===== src/rtl/exec_sequencer.sv =====
// One-instruction-at-a-time sequencer for the shared ALU and the 2R/1W register file.
// Walks IDLE -> READ -> EXEC -> WRITE and owns the register file write port.
module exec_sequencer #(
  parameter int          WIDTH   = 32,
  parameter logic [2:0]  ALU_ADD = 3'd0,
  parameter logic [2:0]  ALU_SUB = 3'd1,
  parameter logic [2:0]  ALU_SLT = 3'd2
) (
  input  logic             clk,
  input  logic             reset,
  input  logic             instr_valid,
  output logic             instr_ready,
  input  logic [6:0]       opcode,
  input  logic [4:0]       rd,
  input  logic [4:0]       rs1,
  input  logic [4:0]       rs2,
  input  logic [11:0]      imm12,
  output logic [4:0]       rf_read1_location,
  output logic [4:0]       rf_read2_location,
  input  logic [WIDTH-1:0] rf_read1_out,
  input  logic [WIDTH-1:0] rf_read2_out,
  output logic [4:0]       rf_write_location,
  output logic [WIDTH-1:0] rf_write_data,
  output logic             rf_write_enabled,
  output logic [2:0]       alu_op,
  output logic [WIDTH-1:0] alu_x,
  output logic [WIDTH-1:0] alu_y,
  input  logic [WIDTH-1:0] alu_out,
  output logic             result_valid,
  output logic [WIDTH-1:0] result_data,
  output logic             illegal
);

  typedef enum logic [1:0] {IDLE = 2'd0, READ = 2'd1, EXEC = 2'd2, WRITE = 2'd3} state_t;

  typedef struct packed {
    logic [6:0]  opcode;
    logic [4:0]  rd;
    logic [4:0]  rs1;
    logic [4:0]  rs2;
    logic [11:0] imm12;
  } instr_t;

  state_t           state, state_nx;
  instr_t           instr_q;
  logic [WIDTH-1:0] opnd_x, opnd_y, res_q;
  logic             accept, legal, itype;

  function automatic logic is_legal(input logic [6:0] op);
    return (op == 7'd1) || (op == 7'd2) || (op == 7'd3) ||
           (op == 7'd11) || (op == 7'd12) || (op == 7'd13);
  endfunction

  assign accept = instr_valid && instr_ready;
  assign legal  = is_legal(opcode);
  assign itype  = (instr_q.opcode >= 7'd11);

  always_ff @(posedge clk) begin
    if (reset) state <= IDLE;
    else       state <= state_nx;
  end

  always_comb begin
    state_nx = state;
    case (state)
      IDLE:  if (accept && legal) state_nx = READ;
      READ:  state_nx = EXEC;
      EXEC:  state_nx = WRITE;
      WRITE: state_nx = IDLE;
      default: state_nx = IDLE;
    endcase
  end

  // result_data is loaded alongside res_q so it already shows the new value
  // while result_valid is high, and then holds until the next retire.
  always_ff @(posedge clk) begin
    if (reset) begin
      instr_q     <= '0;
      opnd_x      <= '0;
      opnd_y      <= '0;
      res_q       <= '0;
      result_data <= '0;
      illegal     <= 1'b0;
    end else begin
      illegal <= accept && !legal;
      if (accept) instr_q <= '{opcode: opcode, rd: rd, rs1: rs1, rs2: rs2, imm12: imm12};
      if (state == READ) begin
        opnd_x <= rf_read1_out;
        opnd_y <= itype ? {{(WIDTH-12){1'b0}}, instr_q.imm12} : rf_read2_out;
      end
      if (state == EXEC) begin
        res_q       <= alu_out;
        result_data <= alu_out;
      end
    end
  end

  always_comb begin
    instr_ready       = (state == IDLE);
    rf_read1_location = instr_q.rs1;
    rf_read2_location = instr_q.rs2;
    rf_write_location = instr_q.rd;
    rf_write_data     = res_q;
    alu_x             = opnd_x;
    alu_y             = opnd_y;
    // x0 writes are dropped; a reset landing on WRITE cancels the commit.
    rf_write_enabled  = (state == WRITE) && (instr_q.rd != 5'd0) && !reset;
    result_valid      = (state == WRITE) && !reset;
    alu_op            = ALU_ADD;
    case (instr_q.opcode)
      7'd2, 7'd12: alu_op = ALU_SUB;
      7'd3, 7'd13: alu_op = ALU_SLT;
      default:     alu_op = ALU_ADD;
    endcase
  end

endmodule


===== config.mk =====
export PLATFORM = sky130hd
export DESIGN_NAME = exec_sequencer
export DESIGN_NICKNAME = d
export VERILOG_FILES = /design/src/rtl/exec_sequencer.sv
export SDC_FILE = /design/constraint.sdc
export NUM_CORES = 1
export LEC_CHECK = 0
export BUFFER_PORTS_ARGS = -buffer_cell sky130_fd_sc_hd__buf_2
export CORE_MARGIN = 10
export CORE_UTILIZATION = 45
export DETAILED_ROUTE_END_ITERATION = 6
export PLACE_DENSITY = 0.8
export SYNTH_ARGS = -nofsm -noshare
export SYNTH_HDL_FRONTEND = slang
export SYNTH_SLANG_ARGS = --single-unit
export TNS_END_PERCENT = 30

===== constraint.sdc =====
create_clock -name clk -period 4.09 [get_ports clk]
set_input_delay 0.2045 -clock clk [delete_from_list [all_inputs] [get_ports clk]]
set_output_delay 0.2045 -clock clk [all_outputs]
set_load 0.01 [all_outputs]

==> reports/qor.csv, run 1 <==
metric;value;unit
clk slew on worst S/H paths;0.05;ns
CP startpoint kind;register;
clock skew;0.00653;ns
post-layout min period;2.07;ns
Cell variety after synth;28;
TNS Setup;0;ns
vias in the first global route;4465;
Register Area;0.00266;sq mm
clock root buffer;clkbuf_16;
CTS Hold Bufs;0;
die area;0.0166;sq mm
Worst Path Arrival;2.39;ns
cts bufs inserted;17;
hpwl dp;11600;um
max_slew headroom;18.6;%
pin count of the biggest net entering global routing;77;
final slew viol count;0;
Top Ports;283;
first-pass GRT wire length;23000;um
Nets;933;
Post-CTS Setup Inserts;0;
Inst Count DP;920;
grt total ovfl;0;
mapped cell area;0.00532;sq mm
Row Count;39;
per-cell routed wire length;16.3;um
ANT cells;0;
crit end category;register;
die width;129;um
Area growth syn-to-layout;31.1;%
Total Power;4160;uW
commonest cells after routing, fill and taps aside;buf_2, dfxtp_1, nor2_1, mux2i_1, nand2_1;
antenna violations before repair;0;
Residual DRC;0;
Worst-Margin Slew;1.22;ns
most common cell after layout, fill and taps aside;buf_2;
H-tree level count;4;
First DRT Iteration DRCs;203;
Initial Util;46.2;%
power density over the cells;597;mW/mm^2
multi-input logic area;0.00213;sq mm
final hold viol count;0;
RSZ-0062 raised after global routing;no;
status;completed;
vias per inst;4.83;
R2R Setup Slk;2.02;ns
core area;0.0115;sq mm
Cell Count, Final, Fillers Out;950;
crit path kind;reg2reg;
share of layout cells above drive strength 1;38.9;%
# port buffers;281;
HP Class;in2reg;
Setup violations, final;0;
# fillers;1001;
register area share after synthesis;50.1;%
Synth Warn #;0;
Vias;4593;
Pleak;0.00334;uW
Pre-antenna DRT Iters;7;
Peak supply drop;0.000458;V
clock sink count;133;
fmax;482;MHz
final worst slack;2.02;ns
critical path fanouts, max;32;
FF+latch count, synth;133;
Max clock buf depth;2;
Clock Latency Late Sink;0.41;ns
antenna-violating nets left;0;
CTS tree;built;
final estimated routing congestion in global placement;0.773;
Mapped Nets;718;
Mapped Cells;581;
worst slack at placement;2.04;ns
post-cts resize count;0;
gr usage total;17.4;%
WP data required;4.40;ns
WL final;15500;um
Die Span Y;129;um
MaxCap Viol Count;0;
synthesized area per cell;9.15;sq um
final worst path period share;50.7;%
-- layout make-up --
cell class / count / area share, %
multi-input cells: 357 / 30.6
clock buffers: 26 / 7.31
well taps: 143 / 2.57
clock inverters: 4 / 0.646
repair buffers: 284 / 20.5
flip-flops and latches: 133 / 38.2
inverters: 3 / 0.162
-- state kept, by name, summed over array words and instances (netlist names) --
name,count
state,2
rf_read2_location,5
illegal,1
alu_x,32
rf_read1_location,5
instr_q,19
alu_y,32
rf_write_location,5
rf_write_data,32
-- power breakdown --
part           total, uW  leakage [uW]  internal (uW)  switching (uW)
Sequential          1610       0.00108           1500             108
Combinational       1140       0.00198            486             653
Clock               1410      0.000276            906             504
-- metal layers --
layer / vias to the layer above / track usage, % / share of wire [%]
li1: 2302 / - / -
met2: 163 / 30.4 / 51
met5: - / 0 / 0
met4: 0 / 6.56 / 1.7
met1: 2107 / 18.1 / 38
met3: 21 / 7.68 / 8.8
-- worst paths after layout --
path | startpoint | end | cells after the start
worst max-delay path | instr_q[33] | alu_y[3] | 4
worst min register to register | rf_read2_location[2] | rf_read2_location[2] | 2
worst max register to register | instr_q[33] | alu_y[3] | 4
worst min-delay path | rd[3] | rf_write_location[3] | 3
-- worst max-delay path, cell delays in order, from the launching register on --
cell      delay, ns
dfxtp_1        0.31
or3_4          0.40
a21oi_4        0.81
mux2i_1        0.19
a211oi_1       0.27
-- metrics by stage --
step                      cell area [sq um]  util (%)  hold slack, ns
after floorplan                        5320         -           0.340
after global placement                 6420      55.7           0.438
after detailed placement               6420      55.7           0.444
after CTS                              6970      60.5         0.00970
after global routing                   6970      60.5          0.0215
final                                  6970      60.5          0.0319
-- cell usage after synthesis --
master	instances	area [sq um]
a311oi_1	1	8.76
buf_1	5	18.8
a21oi_4	1	16.3
a211oi_1	13	97.6
buf_2	8	40.0
conb_1	1	3.75
a21oi_1	55	275
buf_6	1	11.3
nand2b_1	23	144
nand2_1	71	267
inv_1	3	11.3
ha_1	4	50.1
nor2_1	79	297
o21a_1	1	7.51
clkbuf_1	26	97.6
a21o_1	1	7.51
or3_4	1	11.3
and2_1	1	6.26
a211o_1	1	8.76
nor2b_1	2	12.5
dfxtp_1	133	2660
buf_4	48	360
a41oi_1	1	8.76
or4_1	1	7.51
nor3_1	2	10.0
nand3_1	20	100
mux2i_1	77	771
nor3b_1	1	7.51
-- logic make-up after synthesis --
family | after synthesis | synth area share [%]
other | 1 | 0.0705
multiplexers | 77 | 14.5
buffers and inverters | 91 | 10.1
adder cells (fa/ha/maj) | 4 | 0.941
flip-flops | 133 | 50.1
AND/OR/NAND/NOR | 201 | 16.2
AO/OA/AOI/OAI | 74 | 8.09
No activity file was read; power rests on OpenSTA's default activity.
==> inputs of run 2 (changes only) <==
Clock period 4.09 ns to 2 ns, I/O delays scaled along.
==> reports/qor.csv, run 2 (same netlist as run 1, synthesis figures left out) <==
metric;value;unit;change
Row Count;39;;unchanged
antenna violations before repair;4;;was 0
H-tree level count;4;;unchanged
post-cts resize count;0;;unchanged
Nets;1060;;was 933
Peak supply drop;0.000684;V;was 0.000458 V
critical path fanouts, max;3;;was 32
Inst Count DP;928;;was 920
share of layout cells above drive strength 1;34.9;%;was 38.9%
hold-critical path depth;3;;unchanged
worst hold path endpoint;alu_y[1];;was rf_write_location[3]
crit end category;output port;;was register
Cell Count, Final, Fillers Out;1083;;was 950
HP Class;in2reg;;unchanged
MaxCap Viol Count;0;;unchanged
Top Ports;283;;unchanged
WL final;19100;um;was 15500 um
# fillers;778;;was 1001
CP startpoint kind;register;;unchanged
Residual DRC;0;;unchanged
die area;0.0166;sq mm;unchanged
HP Start;rf_read2_out[1];;was rd[3]
clock root buffer;clkbuf_16;;unchanged
pin count of the biggest net entering global routing;63;;was 77
Clock Latency Late Sink;0.41;ns;about the same
Register Area;0.00266;sq mm;unchanged
Pre-antenna DRT Iters;5;;was 7
Post-CTS Setup Inserts;0;;unchanged
Worst Path Arrival;1.61;ns;was 2.39 ns
post-layout min period;1.71;ns;
vias per inst;4.95;;was 4.83
DP Area;0.00654;sq mm;was 0.00642 sq mm
clk slew on worst S/H paths;0.05;ns;about the same
Setup violations, final;0;;unchanged
hpwl dp;11800;um;was 11600 um
first-pass GRT wire length;29100;um;was 23000 um
per-cell routed wire length;17.6;um;was 16.3 um
clock sink count;133;;unchanged
antenna-violating nets left;0;;unchanged
Vias;5356;;was 4593
final slew viol count;0;;unchanged
RSZ-0062 raised after global routing;no;;unchanged
Worst path top cell family by delay;simple AND/OR/NAND/NOR gates;;was compound AO/OA/AOI/OAI gates
# port buffers;281;;unchanged
Area growth syn-to-layout;57.2;%;was 31.1%
R2R Setup Slk;0.40;ns;was 2.02 ns
TNS Setup;0;ns;unchanged
fmax;585;MHz;
clock skew;0.00698;ns;was 0.00653 ns
worst-path cell with the longest stage delay;or3_4;;was a21oi_4
Worst R2R Start;state[0];;was instr_q[33]
final worst path period share;85.4;%;
status;completed;;unchanged
multi-input logic area;0.00213;sq mm;unchanged
worst path cell trace;or3_4 -> nor3b_1 -> buf_2;;was or3_4 -> a21oi_4 -> mux2i_1 -> a211oi_1
Die Span Y;129;um;unchanged
die width;129;um;unchanged
Max clock buf depth;2;;unchanged
reg2reg path depth;6;;was 4
WP data required;1.90;ns;was 4.40 ns
Slowest Stage Delay on Critical Path;0.41;ns;was 0.81 ns
First DRT Iteration DRCs;331;;was 203
power density over the cells;1100;mW/mm^2;was 597 mW/mm^2
CTS tree;built;;unchanged
most common cell after layout, fill and taps aside;buf_2;;unchanged
final estimated routing congestion in global placement;0.773;;about the same
commonest cells after routing, fill and taps aside;buf_2, dfxtp_1, dlygate4sd3_1, nor2_1, mux2i_1;;was buf_2, dfxtp_1, nor2_1, mux2i_1, nand2_1
reg2reg end;instr_q[7];;was alu_y[3]
Initial Util;46.2;%;unchanged
number of buffer and inverter stages on the critical path;1;;was 0
cts bufs inserted;17;;unchanged
crit path kind;reg2out;;was reg2reg
core area;0.0115;sq mm;unchanged
gr usage total;22.1;%;was 17.4%
Finished Cell Area;0.00836;sq mm;was 0.00697 sq mm
final hold viol count;0;;unchanged
grt total ovfl;0;;unchanged
vias in the first global route;5597;;was 4465
Pleak;0.00393;uW;was 0.00334 uW
[run 2: cell types whose count changed in the layout (fill, tap and decap cells not counted), sizes merged]
| cell | change |
|---|---|
| clkbuf | -3 |
| dlygate4sd3 | +119 |
| clkinv | +2 |
| buf | +8 |
| bufinv | +2 |
| clkinvlp | +1 |
| diode | +4 |
[run 2: power breakdown]
group / internal [uW] / total, uW / leakage (uW) / switching [uW]
registers: 3070 / 3310 / 0.00108 / 241
logic: 1240 / 2700 / 0.00254 / 1450
clock network: 2110 / 3210 / 0.000309 / 1100
[run 2: how the worst max path moves through the flow]
stage	start	to	slack, ns	depth (start not counted)
6_report	instr_q[33]	alu_op[1]	0.29	3
2_1_floorplan	state[1]	alu_x[2]	0.47	7
3_5_place_dp	instr_q[33]	alu_y[4]	0.47	5
5_1_grt	instr_q[33]	alu_op[1]	0.21	3
3_3_place_gp	instr_q[33]	alu_y[7]	0.52	5
4_1_cts	instr_q[33]	alu_op[1]	0.27	3
[run 2: layer usage]
layer	vias up	wire length (um)	global-route usage (%)
met5	-	0	0
met4	0	728	13.2
met1	2498	6650	21.5
met2	229	10100	39.5
li1	2571	-	-
met3	58	1630	8.21
[run 2: final cells by class]
type / instances / area share [%]
well taps: 143 / 2.14
diodes: 4 / 0.120
repair buffers: 411 / 32.8
flip-flops and latches: 133 / 31.8
clock buffers: 23 / 5.96
clock inverters: 9 / 1.47
multi-input cells: 357 / 25.5
inverters: 3 / 0.135
[run 2: repair_timing]
| action | 4_1_cts | 5_1_grt |
|---|---|---|
| hold endpoints to repair | 119 | 0 |
| hold buffers | 119 | 0 |
| endpoints found under the setup margin | 0 | 0 |
[run 2: through the flow]
| stage | setup slack [ns] | total power [uW] | utilization [%] | hold slack (ns) |
|---|---|---|---|---|
| detailed placement | 0.474 | 5830 | 56.8 | 0.342 |
| CTS | 0.267 | 9240 | 72.5 | 0.0254 |
| global route | 0.213 | 9680 | 72.6 | 0.0486 |
| global placement | 0.521 | 5770 | 56.8 | 0.332 |
| floorplan | 0.468 | 4980 | - | 0.236 |
| finish | 0.291 | 9220 | 72.6 | 0.0392 |
[run 2: worst min-delay path, cell delays in order]
cell      delay (ns)
buf_2           0.10
mux2i_1         0.12
a211oi_1        0.08
==> inputs of run 3 (changes only) <==
Clock period 2 ns to 1.9 ns, I/O delays scaled along.
==> reports/qor.csv, run 3 (same netlist as run 1, synthesis figures left out) <==
metric;value;unit;change
status;completed;;unchanged
die area;0.0166;sq mm;unchanged
Initial Util;46.2;%;unchanged
TNS Setup;0;ns;unchanged
pin count of the biggest net entering global routing;61;;was 63
ANT cells;0;;was 4
hpwl dp;11800;um;about the same
Top Ports;283;;unchanged
# port buffers;281;;unchanged
final estimated routing congestion in global placement;0.798;;was 0.773
# fillers;802;;was 778
Register Area;0.00266;sq mm;unchanged
First DRT Iteration DRCs;283;;was 331
CTS tree;built;;unchanged
MaxCap Viol Count;0;;unchanged
Setup violations, final;0;;unchanged
CP startpoint kind;register;;unchanged
reg2reg path depth;5;;was 6
Nets;1058;;was 1060
clock sink count;133;;unchanged
core area;0.0115;sq mm;unchanged
crit end category;output port;;unchanged
clock skew;0.00760;ns;was 0.00698 ns
vias in the first global route;5515;;was 5597
vias per inst;4.95;;about the same
Pre-antenna DRT Iters;4;;was 5
Vias;5331;;was 5356
Clock Latency Late Sink;0.40;ns;was 0.41 ns
Total Power;9460;uW;was 9220 uW
HP Class;in2reg;;unchanged
per-cell routed wire length;17.9;um;was 17.6 um
Area growth syn-to-layout;55.9;%;was 57.2%
antenna-violating nets left;0;;unchanged
final worst slack;0.229;ns;was 0.291 ns
Pleak;0.00389;uW;was 0.00393 uW
most common cell after layout, fill and taps aside;buf_2;;unchanged
worst slack at placement;0.379;ns;was 0.474 ns
multi-input logic area;0.00213;sq mm;unchanged
final worst path period share;88.0;%;
H-tree level count;4;;unchanged
clock root buffer;clkbuf_16;;unchanged
critical path fanouts, max;3;;unchanged
Residual DRC;0;;unchanged
Row Count;39;;unchanged
first-pass GRT wire length;29400;um;was 29100 um
final slew viol count;0;;unchanged
commonest cells after routing, fill and taps aside;buf_2, dfxtp_1, dlygate4sd3_1, nor2_1, mux2i_1;;unchanged
Worst Path Arrival;1.58;ns;was 1.61 ns
hold-critical path depth;3;;unchanged
fmax;598;MHz;
RSZ-0062 raised after global routing;no;;unchanged
grt total ovfl;0;;unchanged
cts bufs inserted;17;;unchanged
final hold viol count;0;;unchanged
CTS Hold Bufs;118;;was 119
gr usage total;22.2;%;was 22.1%
Post-CTS Setup Inserts;0;;unchanged
clk slew on worst S/H paths;0.05;ns;about the same
WL final;19300;um;was 19100 um
crit path kind;reg2out;;unchanged
Max clock buf depth;2;;unchanged
power density over the cells;1140;mW/mm^2;was 1100 mW/mm^2
antenna violations before repair;0;;was 4
WP data required;1.80;ns;was 1.90 ns
post-cts resize count;0;;unchanged
share of layout cells above drive strength 1;34.7;%;was 34.9%
post-layout min period;1.67;ns;
Die Span Y;129;um;unchanged
Peak supply drop;0.000702;V;was 0.000684 V
die width;129;um;unchanged
[run 3: changes by cell type in the layout (fill, tap and decap cells not counted), sizes merged]
cell,delta
buf,-1
bufinv,-1
clkbuf,-1
clkinv,+1
clkinvlp,+1
diode,-4
dlygate4sd3,-1
[run 3: path summary, 6_finish.rpt]
check | end | from | slack (ns)
min | alu_y[8] | rf_read2_out[8] | 0.04
max | alu_op[0] | instr_q[33] | 0.23
max reg2reg | alu_y[10] | instr_q[33] | 0.34
min reg2reg | rf_read1_location[4] | rf_read1_location[4] | 0.45
[run 3: metal layers]
layer	up-vias	track usage [%]	wire [um]
met2	237	41.0	10400
met5	-	0	0
met4	0	12.0	749
li1	2561	-	-
met1	2477	21.8	6750
met3	56	6.94	1410
[run 3: area by class of cell]
cell class / count / share of cell area (%)
repair buffers: 409 / 33.0
flip-flops and latches: 133 / 32.1
multi-input cells: 357 / 25.7
clock buffers: 22 / 5.60
well taps: 143 / 2.16
clock inverters: 10 / 1.27
inverters: 3 / 0.136
[run 3: worst max-delay path, stage by stage (launching register included)]
cell,delay (ns)
dfxtp_1,0.31
or3_4,0.41
nor3_1,0.26
buf_2,0.20
[run 3: per-stage QoR]
step / area (sq um) / hold slack, ns / instances / util [%]
after floorplan: 5320 / 0.231 / 581 / -
after global placement: 6540 / 0.326 / 927 / 56.8
after detailed placement: 6540 / 0.337 / 927 / 56.8
after CTS: 8290 / 0.0264 / 1077 / 72.0
after global routing: 8290 / 0.0240 / 1077 / 72.0
final: 8290 / 0.0447 / 1077 / 72.0
[run 3: power by group]
part	internal [uW]	switching [uW]	leakage [uW]
Sequential	3230	247	0.00108
Clock	1990	1140	0.000279
Combinational	1310	1540	0.00253
Total	6540	2930	0.00389
